--- config.mk ---
export PLATFORM = sky130hd
export DESIGN_NAME = plot_queue
export DESIGN_NICKNAME = d
export VERILOG_FILES = /design/src/rtl/vga_pkg.sv /design/src/rtl/plot_fifo.sv /design/src/rtl/plot_queue.sv
export SDC_FILE = /design/constraint.sdc
export NUM_CORES = 1
export LEC_CHECK = 0
export CORE_UTILIZATION = 54
export DETAILED_ROUTE_END_ITERATION = 8
export PLACE_DENSITY_LB_ADDON = 0.08
export SYNTH_ARGS = -nofsm -noshare
export SYNTH_HDL_FRONTEND = slang
export SYNTH_SLANG_ARGS = --single-unit
export TNS_END_PERCENT = 50
--- constraint.sdc ---
create_clock -name clk -period 3.1 [get_ports clk]
set_input_delay 0.62 -clock clk [delete_from_list [all_inputs] [get_ports clk]]
set_output_delay 0.62 -clock clk [all_outputs]
set_load 0.03 [all_outputs]
--- src/rtl/vga_pkg.sv ---
// Shared types and constants for the VGA plot path.
package vga_pkg;

  localparam int unsigned H_RES = 320;
  localparam int unsigned V_RES = 240;
  localparam int unsigned FB_AW = 17;
  localparam int unsigned X_W   = 9;
  localparam int unsigned Y_W   = 8;

  typedef logic [2:0] colour_t;

  typedef struct packed {
    logic [FB_AW-1:0] addr;
    colour_t          colour;
  } plot_entry_t;

  typedef enum logic [1:0] {
    RUN   = 2'd0,
    DRAIN = 2'd1,
    DONE  = 2'd2
  } drain_state_e;

  // Linear address y*hres + x as a shift-add over the set bits of hres.
  function automatic logic [FB_AW-1:0] pixel_addr(input logic [X_W-1:0] x,
                                                  input logic [Y_W-1:0] y,
                                                  input int unsigned    hres);
    logic [FB_AW-1:0] acc;
    logic [FB_AW-1:0] hv;
    hv  = FB_AW'(hres);
    acc = FB_AW'(x);
    for (int i = 0; i < int'(FB_AW); i++) begin
      if (hv[i]) acc = acc + (FB_AW'(y) << i);
    end
    return acc;
  endfunction

endpackage

--- src/rtl/plot_fifo.sv ---
// Synchronous FIFO of plot entries; head entry is presented from storage.
module plot_fifo
  import vga_pkg::*;
#(
  parameter int unsigned DEPTH = 16
) (
  input  logic                     clk,
  input  logic                     rst,
  input  logic                     push,
  input  logic                     pop,
  input  plot_entry_t              wr_entry,
  output plot_entry_t              rd_entry,
  output logic                     empty,
  output logic                     full,
  output logic [$clog2(DEPTH):0]   count
);

  localparam int unsigned AW = $clog2(DEPTH);
  localparam int unsigned CW = AW + 1;

  logic [AW-1:0] wr_ptr_q, wr_ptr_d;
  logic [AW-1:0] rd_ptr_q, rd_ptr_d;
  logic [CW-1:0] count_q, count_d;
  logic          do_push, do_pop;
  plot_entry_t   mem_q [DEPTH];

  assign empty    = (count_q == CW'(0));
  assign full     = (count_q == CW'(DEPTH));
  assign count    = count_q;
  assign rd_entry = mem_q[rd_ptr_q];

  // Pointer and occupancy next-state; push into a full FIFO only with a pop.
  always_comb begin
    do_pop   = pop && !empty;
    do_push  = push && (!full || do_pop);
    wr_ptr_d = wr_ptr_q;
    rd_ptr_d = rd_ptr_q;
    count_d  = count_q;
    if (do_push) wr_ptr_d = wr_ptr_q + AW'(1);
    if (do_pop)  rd_ptr_d = rd_ptr_q + AW'(1);
    if (do_push && !do_pop)      count_d = count_q + CW'(1);
    else if (do_pop && !do_push) count_d = count_q - CW'(1);
  end

  // Pointer and occupancy registers.
  always_ff @(posedge clk) begin
    if (rst) begin
      wr_ptr_q <= '0;
      rd_ptr_q <= '0;
      count_q  <= '0;
    end else begin
      wr_ptr_q <= wr_ptr_d;
      rd_ptr_q <= rd_ptr_d;
      count_q  <= count_d;
    end
  end

  // Entry storage; contents are don't-care while not counted.
  always_ff @(posedge clk) begin
    if (do_push) mem_q[wr_ptr_q] <= wr_entry;
  end

endmodule

--- src/rtl/plot_queue.sv ---
// Range-checks plot strobes, buffers them and issues framebuffer writes.
module plot_queue #(
  parameter int unsigned DEPTH = 16,
  parameter int unsigned H_RES = vga_pkg::H_RES,
  parameter int unsigned V_RES = vga_pkg::V_RES,
  parameter int unsigned CNT_W = 16
) (
  input  logic                      clk,
  input  logic                      rst,
  input  logic [8:0]                vga_x,
  input  logic [7:0]                vga_y,
  input  logic [2:0]                vga_colour,
  input  logic                      vga_plot,
  output logic [vga_pkg::FB_AW-1:0] fb_addr,
  output logic [2:0]                fb_data,
  output logic                      fb_we,
  input  logic                      fb_ready,
  input  logic                      drain_req,
  output logic                      drain_done,
  output logic                      busy,
  output logic                      full,
  output logic [CNT_W-1:0]          drop_count,
  output logic [CNT_W-1:0]          oob_count
);

  import vga_pkg::*;

  localparam int unsigned OW = $clog2(DEPTH) + 1;

  logic         in_range, pop, push, oob_hit, drop_hit, last_pop;
  logic         empty, fifo_full;
  logic [OW-1:0] occ;
  plot_entry_t  wr_entry, head;

  drain_state_e     state_q, state_d;
  logic             drain_done_q, drain_done_d;
  logic [CNT_W-1:0] drop_q, drop_d;
  logic [CNT_W-1:0] oob_q, oob_d;

  plot_fifo #(
    .DEPTH (DEPTH)
  ) u_fifo (
    .clk      (clk),
    .rst      (rst),
    .push     (push),
    .pop      (pop),
    .wr_entry (wr_entry),
    .rd_entry (head),
    .empty    (empty),
    .full     (fifo_full),
    .count    (occ)
  );

  // Request decode: range check, accept/reject and the entry to push.
  always_comb begin
    in_range        = (32'(vga_x) < H_RES) && (32'(vga_y) < V_RES);
    pop             = !empty && fb_ready;
    push            = vga_plot && in_range && (!fifo_full || pop);
    oob_hit         = vga_plot && !in_range;
    drop_hit        = vga_plot && in_range && fifo_full && !pop;
    last_pop        = pop && !push && (occ == OW'(1));
    wr_entry.addr   = pixel_addr(vga_x, vga_y, H_RES);
    wr_entry.colour = vga_colour;
  end

  // Saturating reject counters.
  always_comb begin
    drop_d = drop_q;
    oob_d  = oob_q;
    if (drop_hit && (drop_q != {CNT_W{1'b1}})) drop_d = drop_q + CNT_W'(1);
    if (oob_hit && (oob_q != {CNT_W{1'b1}}))   oob_d  = oob_q + CNT_W'(1);
  end

  // Drain FSM next-state; pulse is registered on entry to DONE.
  always_comb begin
    state_d      = state_q;
    drain_done_d = 1'b0;
    case (state_q)
      RUN: begin
        if (drain_req) state_d = DRAIN;
      end
      DRAIN: begin
        if (empty || last_pop) begin
          state_d      = DONE;
          drain_done_d = 1'b1;
        end
      end
      DONE: begin
        if (!drain_req) state_d = RUN;
      end
      default: state_d = RUN;
    endcase
  end

  // State, pulse and counter registers.
  always_ff @(posedge clk) begin
    if (rst) begin
      state_q      <= RUN;
      drain_done_q <= 1'b0;
      drop_q       <= '0;
      oob_q        <= '0;
    end else begin
      state_q      <= state_d;
      drain_done_q <= drain_done_d;
      drop_q       <= drop_d;
      oob_q        <= oob_d;
    end
  end

  assign fb_we      = !empty;
  assign fb_addr    = head.addr;
  assign fb_data    = head.colour;
  assign busy       = !empty;
  assign full       = fifo_full;
  assign drain_done = drain_done_q;
  assign drop_count = drop_q;
  assign oob_count  = oob_q;

endmodule

==> qor.yml, run 1 <==
outcome: "complete, but fails checks"
violations: "setup timing"
dp_hpwl_um: 18620
wl_per_cell_um: 24.54
yosysUniqueCellTypes: 55
hold_class: "register to register"
switching_share_pct: 25.72
cts_num_sinks: 372
clkPwrFrac_pct: 32.7
worst_pin_slew_ns: 0.7038
fp.dieArea_mm2: 0.02916
start_util_pct: 55.06
drc: 0
synth_area_leader_cell: "edfxtp_1"
cts-buffers-inserted: 38
period_minus_slack_ns: 3.112
synth_mux_area_share_pct: 16.50
synth_compound_area_share_pct: 1.464
pwr_density_cell_mw_per_mm2: 720.1
rsz0062_at_grt: "true"
die_x_um: 170.8
synth_top_flop_cell: "edfxtp_1"
hold_viol: 0
pre_cts_slack_ns: -0.5432
worst-setup-path-type: "register to primary output"
ys_ff_latch: 372
path_max_fanout: 17
max_cap_viol_count: 0
reg2reg_to: "u_fifo.count[4]"
ys_seq_area_share_pct: 69.25
ir_worst_vdd_mv: 0.4799
synth_xor_xnor_area_share_pct: 2.221
vias: 8127
fin_ws_ns: -0.01168
antenna_cells: 0
gr-total-overflow: 0
fin_skew_ns: 0.01372
drv_slew: 0
synth_cells: 811
r2r_start: "u_fifo.count[0]"
cts_tree: "built"
p_leak_uw: 0.006133
worst_skew_pair.late_latency_ns: 0.52
ioPinCount: 81
synth_edf_count: 320
hp-start: "state_q[1]"
yosys.area.top_type_share_pct: 62.48
syn_area_mm2: 0.01538
cts_max_level: 2
fin_nets: 1019
area_growth_pct: 20.53
crit_arrival_ns: 2.49
clk_pin_slew_worst_paths_ns: 0.06
pwr-share-comb_pct: 23.9
synthAdderAreaFrac_pct: 2.457
drtAntennaViolNets: 0
synth_top_family_by_area: "multiplexers"
antenna_found_initial: 0
vias_per_cell: 5.941
synthSimpleGateAreaFrac_pct: 6.175
grt_pass1_wl_um: 49110
io_buffer_count: 80
avgSynthCellArea_um2: 18.96
slew_headroom_pct: 53.04
rows: 61
crit_required_ns: 2.48
intPower_uw: 9917
grt_max_degree: 55
p_total_uw: 13350
holdPathEnd: "drain_done"
ys_warn_count: 0
grt_pass1_vias: 8212
dr.pass1.iters: 6
start_kind: "register"
drive_gt1_share_pct: 23.03
cts_root_buf: "clkbuf_16"
die_height_um: 170.8
async_flop_share_pct: 0
r2r_setup_slack_ns: 0.57
postCtsHoldBufs: 0
crit_path_end_kind: "primary output"
cts_buffer_depth: 3
finalSetupViolations: 2
p_seq_share_pct: 43.4
whs_path_depth: 1
core_region_area_mm2: 0.02793
synth_nets: 865
final_cell_area_mm2: 0.01854
post_synth_main_area_contributors: "edfxtp_1 (62%), mux4_1 (11%), dfxtp_1 (6.8%)"
switchingPower_uw: 3433
post-route-period-util_pct: 100.4
grtUsageTotal_pct: 23.34
fmax_mhz: 321.4
wirelength_um: 33580
postLayoutCoreUtil_pct: 66.36
place_area_mm2: 0.01708
tns_ns: -0.01586
drtIter0Drc: 586
r2r_cells: 9
globalplace.congestion: 0.8501
[area by class of cell]
cell class,instances,area (µm²)
Sequential cell,372,10660
Inverter,18,67.56
Fill cell,1881,9397
Clock buffer,48,1020
Tap cell,378,473.0
Multi-Input combinational cell,387,4453
Timing Repair Buffer,148,1705
Clock inverter,17,161.4
[state kept, by name, indices dropped and copies added (netlist names), named ones only]
register / flops
drain_done: 1
drop_count: 16
oob_count: 16
state_q: 2
u_fifo.count: 5
u_fifo.mem_q: 320
u_fifo.rd_ptr_q: 4
u_fifo.wr_ptr_q: 4
[power by group through the flow]
stage	Combinational [µW]	Clock, µW	Sequential (µW)
after CTS	3020	4410	5790
after floorplan	2020	0	5850
after global placement	2560	0	5930
after global routing	3390	4610	5800
after detailed placement	2630	0	5950
final	3190	4370	5790
[worst max-delay path, cell delays in order (launching register included)]
cell and delay, ns:
dfxtp_4 0.36, buf_12 0.19, buf_4 0.16, mux4_2 0.50, mux4_2 0.47, clkdlybuf4s15_2 0.29
[cells in the mapped netlist, types with 3 or more instances]
library cell    n
nand3_1        20
and4_1          6
nor3_1         14
edfxtp_1      320
mux4_1         62
mux2i_1         3
dfxtp_1        52
buf_6           8
inv_1          17
mux4_2         38
a21oi_1        13
xnor2_1        21
or3_1           3
nand2b_1        5
nor2_1         63
nand4_1        15
ha_1           27
clkbuf_1       19
nand2_1        21
xor2_1         18
nor4b_1         3
o21ai_0        10
and3_1          9
[cells in the final DEF, fill, tap and decap left out, drive strengths merged, types with 4 or more instances in the layout]
cell type / n
edfxtp: 320
mux4: 100
buf: 82
nor2: 64
clkdlybuf4s50: 57
dfxtp: 52
clkbuf: 52
ha: 27
nand2: 21
xnor2: 21
nand3: 20
inv: 19
xor2: 18
nand4: 18
a21oi: 14
nor3: 14
clkinv: 13
o21ai: 11
and3: 9
and4: 6
nand2b: 5
nor4: 4
[per-layer routing]
layer	part of all wire (%)	GRT usage [%]
met4	2.6	7.442
met2	51	39.72
met5	0	0
met1	41	31.22
met3	5.6	3.377
[how the worst max path moves through the flow]
stage	from	cells after the start	endpoint
after floorplan	vga_x[7]	5	u_fifo.mem_q[0][0]
after global placement	vga_x[8]	12	u_fifo.mem_q[9][19]
after detailed placement	vga_x[8]	12	u_fifo.mem_q[9][19]
after CTS	register	5	fb_addr[6]
after global routing	register	5	fb_addr[1]
final	register	5	fb_addr[0]
[cell families after synthesis]
family                     after synthesis
buffers and inverters                   52
DFF                                    372
AOI/OAI and AO/OA                       36
and+or+nand+nor                        178
adders and majority gates               29
xor gates and xnor gates                39
muxes                                  105
[stage by stage]
| stage | cells | hold WS (ns) |
|---|---|---|
| 2_1_floorplan | 811 | 0.4506 |
| 3_3_place_gp | 1290 | 0.4707 |
| 3_5_place_dp | 1290 | 0.4859 |
| 4_1_cts | 1364 | 0.4948 |
| 5_1_grt | 1368 | 0.5159 |
| 6_report | 1368 | 0.4910 |
[what timing repair did]
action,4_1_cts,5_1_grt
gates cloned,3,4
gates resized for setup,36,20
pin swaps,0,2
endpoints found under the setup margin,44,100
buffers inserted,6,0
Power figures use the tool's default switching activity.
==> inputs of run 2 (changes only) <==
--- a/config.mk
+++ b/config.mk
@@ -7,7 +7,7 @@
 export LEC_CHECK = 0
 export CORE_UTILIZATION = 54
 export DETAILED_ROUTE_END_ITERATION = 8
-export PLACE_DENSITY_LB_ADDON = 0.08
+export PLACE_DENSITY_LB_ADDON = 0.12
 export SYNTH_ARGS = -nofsm -noshare
 export SYNTH_HDL_FRONTEND = slang
 export SYNTH_SLANG_ARGS = --single-unit
==> run 2 against run 1 <==
The run still ends with setup timing left. Utilization is 0.51 points higher. Routed wire length is essentially flat. Register-to-register slack lost 0.04 ns. Final cell count increased by 1.0%. Clock skew up 0.0086 ns. Clock power is 2% higher. Sequential power is essentially flat. Combinational power up 8.5%. Largest power group unchanged. Highest routed layer unchanged.
==> qor.yml, run 2 (synthesis gave the netlist of run 1 again) <==
drive_gt1_share_pct: 26.10
cts_max_level: 2
crit_arrival_ns: 2.50
cp_slowest_cell: "mux4_2"
fmax_mhz: 320.7
area_growth_pct: 21.46
crit_required_ns: 2.48
critPathMaxStageDelay_ns: 0.50
fin_nets: 1030
whs_path_depth: 1
rows: 61
tns_ns: -0.04996
dr.pass1.iters: 5
vias_per_cell: 5.892
die_height_um: 170.8
fp.dieArea_mm2: 0.02916
crit_chain: "buf_12 -> buf_12 -> buf_16 -> mux4_2 -> mux4_2 -> buf_6"
drtAntennaViolNets: 0
cts-buffers-inserted: 39
ir_worst_vdd_mv: 0.5799
violations: "setup timing"
cts_root_buf: "clkbuf_16"
antenna_cells: 0
drv_slew: 0
wirelength_um: 33560
path_depth: 6
grt_pass1_wl_um: 49830
post-route-period-util_pct: 100.6
clk_pin_slew_worst_paths_ns: 0.06
n_fill_cell: 1859
hold_class: "register to register"
cts_num_sinks: 372
postCtsHoldBufs: 0
cp.buffers_inverters: 4
pwr_density_cell_mw_per_mm2: 733.3
rsz0062_at_grt: "true"
crit_path_end_kind: "primary output"
globalplace.congestion: 0.9059
largest_register_ffs: 320
vias: 8143
gr-total-overflow: 0
worst_pin_slew_ns: 0.7244
hold_viol: 0
critPathTopFamily: "multiplexers"
grt_pass1_vias: 8365
antenna_found_initial: 0
pre_cts_slack_ns: -0.6455
grtUsageTotal_pct: 23.61
start_util_pct: 55.06
max_cap_viol_count: 0
p_leak_uw: 0.006172
drtIter0Drc: 793
drc: 0
die_x_um: 170.8
r2r_cells: 9
cts_tree: "built"
io_buffer_count: 80
fin_ws_ns: -0.01801
grt_max_degree: 61
layout_common_cells: "edfxtp_1 (320), mux4_2 (80), clkdlybuf4s50_1 (58), nor2_1 (51), dfxtp_1 (49)"
slew_headroom_pct: 51.47
start_kind: "register"
period_minus_slack_ns: 3.118
path_max_fanout: 5
largest_register: "u_fifo.mem_q"
worst_skew_pair.late_latency_ns: 0.53
core_region_area_mm2: 0.02793
finalSetupViolations: 7
dp_hpwl_um: 18540
mostFrequentLayoutCell: "edfxtp_1"
wl_per_cell_um: 24.28
worst-setup-path-type: "register to primary output"
fin_skew_ns: 0.02230
whs_ns: 0.4898
outcome: "complete, but fails checks"
ioPinCount: 81
cts_buffer_depth: 3
==> run 2: cell count changes in the layout (fill, tap and decap cells not counted), moves of 2 or more <==
| cell | previous run | this run |
|---|---|---|
| mux4_2 | 57 | 80 |
| buf_16 | 5 | 10 |
| buf_12 | 18 | 20 |
| buf_6 | 12 | 20 |
| buf_4 | 46 | 41 |
| mux4_1 | 43 | 20 |
| dfxtp_2 | 0 | 2 |
| clkdlybuf4s15_2 | 3 | 1 |
| buf_2 | 1 | 3 |
==> run 2: timing repair <==
item,in CTS,in global routing
setup endpoints to repair,36,83
pin swaps,0,1
gates cloned,9,2
setup buffers,10,0
gates resized for setup,100,24
==> run 2: path summary, 6_finish.rpt <==
check | start | endpoint | slack (ns)
worst max register to register | u_fifo.count[0] | u_fifo.count[4] | 0.53
worst min register to register | state_q[1] | drain_done | 0.49
worst min-delay path | state_q[1] | drain_done | 0.49
worst max-delay path | register | fb_addr[16] | -0.02
==> run 2: final cells by class <==
class / count / area (µm²) / area share, %
clock buffers: 50 / 1049 / 5.613
multi-input cells: 387 / 4358 / 23.33
well taps: 378 / 473.0 / 2.532
clock inverters: 19 / 178.9 / 0.9578
repair buffers: 158 / 1898 / 10.16
inverters: 18 / 67.56 / 0.3617
flip-flops and latches: 372 / 10660 / 57.05
==> run 2: power by group <==
part           total (µW)  internal (µW)  switching, µW  leakage, µW
Clock                4450           2640           1810     0.000601
Combinational        3460           1870           1590      0.00226
Sequential           5780           5690           99.6      0.00331
==> run 2: metal layers <==
layer	up-vias	wire length, µm	track usage (%)
met1	4136	13680	31.49
li1	3615	-	-
met4	0	739	7.481
met2	337	16730	39.75
met5	-	0	0
met3	55	2415	4.071
==> run 2: per-stage QoR <==
step / cells / utilization, % / area (µm²) / total power (µW)
after CTS: 1382 / 66.95 / 18700 / 13770
final: 1382 / 66.87 / 18680 / 13700
after global routing: 1382 / 66.87 / 18680 / 14180
after global placement: 1294 / 61.42 / 17160 / 8543
after detailed placement: 1294 / 61.42 / 17160 / 8611
after floorplan: 811 / - / 15390 / 7870
==> inputs of run 3 (changes only) <==
--- a/config.mk
+++ b/config.mk
@@ -5,7 +5,7 @@
 export SDC_FILE = /design/constraint.sdc
 export NUM_CORES = 1
 export LEC_CHECK = 0
-export CORE_UTILIZATION = 54
+export CORE_UTILIZATION = 35
 export DETAILED_ROUTE_END_ITERATION = 8
 export PLACE_DENSITY_LB_ADDON = 0.12
 export SYNTH_ARGS = -nofsm -noshare
==> run 3 against run 2 <==
The run still ends with setup timing left. Flip-flop and latch count stayed put. Combinational power is 2% higher. Die area is 54% higher. Sequential share of layout area is 0.90 points lower. Clock skew is 0.0086 ns lower. Routed wire length is 7.8% higher. Register-to-register slack better by 0.08 ns. Largest cell class unchanged. Clock power is 3% higher. Critical endpoint unchanged. Non-clock buffer count is 13 higher. Design area is 1.6% higher.
==> qor.yml, run 3 (synthesis gave the netlist of run 1 again) <==
violations: "setup timing"
p_total_uw: 13890
grt_max_degree: 38
cts_max_level: 2
pwr_density_cell_mw_per_mm2: 731.8
cts_tree: "built"
drive_gt1_share_pct: 27.93
pwr-share-comb_pct: 25.5
switching_share_pct: 26.23
max_cap_viol_count: 0
rows: 76
io_buffer_count: 80
critPathMaxStageDelay_ns: 0.53
grt_pass1_vias: 8547
fmax_mhz: 315.6
fin_skew_ns: 0.01367
drc: 0
tns_ns: -0.4945
gr-total-overflow: 0
intPower_uw: 10250
crit_required_ns: 2.48
layout_common_cells: "edfxtp_1 (320), mux4_2 (89), clkdlybuf4s50_1 (57), nor2_1 (51), buf_4 (51)"
worst_pin_slew_ns: 0.7102
antenna_cells: 0
path_max_fanout: 8
dp_hpwl_um: 20610
die_x_um: 211.6
mostFrequentLayoutCell: "edfxtp_1"
hold_class: "register to register"
cts-buffers-inserted: 41
ir_worst_vdd_mv: 0.4228
vias_per_cell: 5.061
drv_slew: 0
r2r_setup_slack_ns: 0.61
start_kind: "register"
worst-setup-path-type: "register to primary output"
period_minus_slack_ns: 3.169
crit_path_end_kind: "primary output"
antenna_found_initial: 0
post-route-period-util_pct: 102.2
fin_ws_ns: -0.06897
worst_skew_pair.late_latency_ns: 0.55
crit_chain: "buf_12 -> buf_12 -> buf_16 -> mux4_2 -> mux4_2 -> buf_6"
grtUsageTotal_pct: 16.49
drtAntennaViolNets: 0
p_seq_share_pct: 41.6
clk_pin_slew_worst_paths_ns: 0.06
dr.pass1.iters: 4
die_height_um: 211.6
vias: 8107
start_util_pct: 35.62
fp.dieArea_mm2: 0.04479
core_region_area_mm2: 0.04317
slew_headroom_pct: 52.65
p_leak_uw: 0.006191
globalplace.congestion: 0.6967
cts_buffer_depth: 3
wl_per_cell_um: 22.59
wirelength_um: 36180
rsz0062_at_grt: "true"
fin_nets: 1045
area_growth_pct: 23.45
cp_slowest_cell: "mux4_2"
largest_register_ffs: 320
outcome: "complete, but fails checks"
finalSetupViolations: 14
clkPwrFrac_pct: 32.9
cts_num_sinks: 372
grt_pass1_wl_um: 53980
crit_arrival_ns: 2.55
hold_viol: 0
largest_register: "u_fifo.mem_q"
ioPinCount: 81
drtIter0Drc: 603
switchingPower_uw: 3645
cts_root_buf: "clkbuf_16"
==> run 3: cell types whose count changed in the layout (fill, tap and decap cells not counted), sizes merged <==
cell | before | now
bufinv | 3 | 2
buf | 95 | 109
clkdlybuf4s50 | 58 | 57
clkinvlp | 0 | 1
clkbuf | 52 | 57
clkinv | 15 | 12
inv | 19 | 18
clkdlybuf4s15 | 1 | 0
==> run 3: final timing paths <==
check / startpoint / depth (start not counted) / end
worst min-delay path: state_q[1] / 1 / drain_done
worst max-delay path: register / 6 / fb_addr[16]
worst max register to register: u_fifo.count[0] / 9 / u_fifo.count[4]
worst min register to register: state_q[1] / 1 / drain_done
==> run 3: area by class of cell <==
cell class                 instances  area, µm²
fill                            3844      24190
sequential                       372      10660
multi-input combinational        387       4320
timing repair buffer             171       1972
clock buffer                      54       1096
tap                              585      732.0
clock inverter                    15      138.9
inverter                          18      67.56
==> run 3: what timing repair did <==
action	4_1_cts	5_1_grt
endpoints found under the setup margin	22	68
hold buffers	0	0
gates resized for setup	80	42
setup buffers	7	12
gates cloned	3	2
==> run 3: through the flow <==
step | instances | setup WS [ns] | utilization (%) | cell area (µm²) | hold WS, ns
final | 1602 | -0.06897 | 43.98 | 18990 | 0.4845
after global routing | 1602 | -0.1377 | 43.98 | 18990 | 0.5056
after CTS | 1591 | -0.1761 | 43.87 | 18940 | 0.4877
after detailed placement | 1512 | -0.5432 | 40.55 | 17510 | 0.4808
after global placement | 1512 | -0.5446 | 40.55 | 17510 | 0.4758
after floorplan | 811 | -0.1191 | - | 15390 | 0.4506
==> run 3: routing by layer <==
metal / track usage, % / wire length [µm]
met1: 22.50 / 16600
met2: 26.92 / 17400
met3: 2.804 / 1406
met4: 5.147 / 772
met5: 0 / 0
==> run 3: power groups by stage <==
stage,clock [µW],sequential (µW),combinational [µW]
final,4580,5770,3540
after CTS,4720,5820,3380
after global routing,4870,5790,3810
after detailed placement,0,5910,2890
after global placement,0,5920,2870
after floorplan,0,5850,2020
==> run 3: worst max-delay path, delay by kind of cell (launching register included) <==
| family | cells | cell delay [ns] |
|---|---|---|
| mux | 2 | 1.05 |
| buf+inv | 4 | 0.59 |
| flops | 1 | 0.36 |
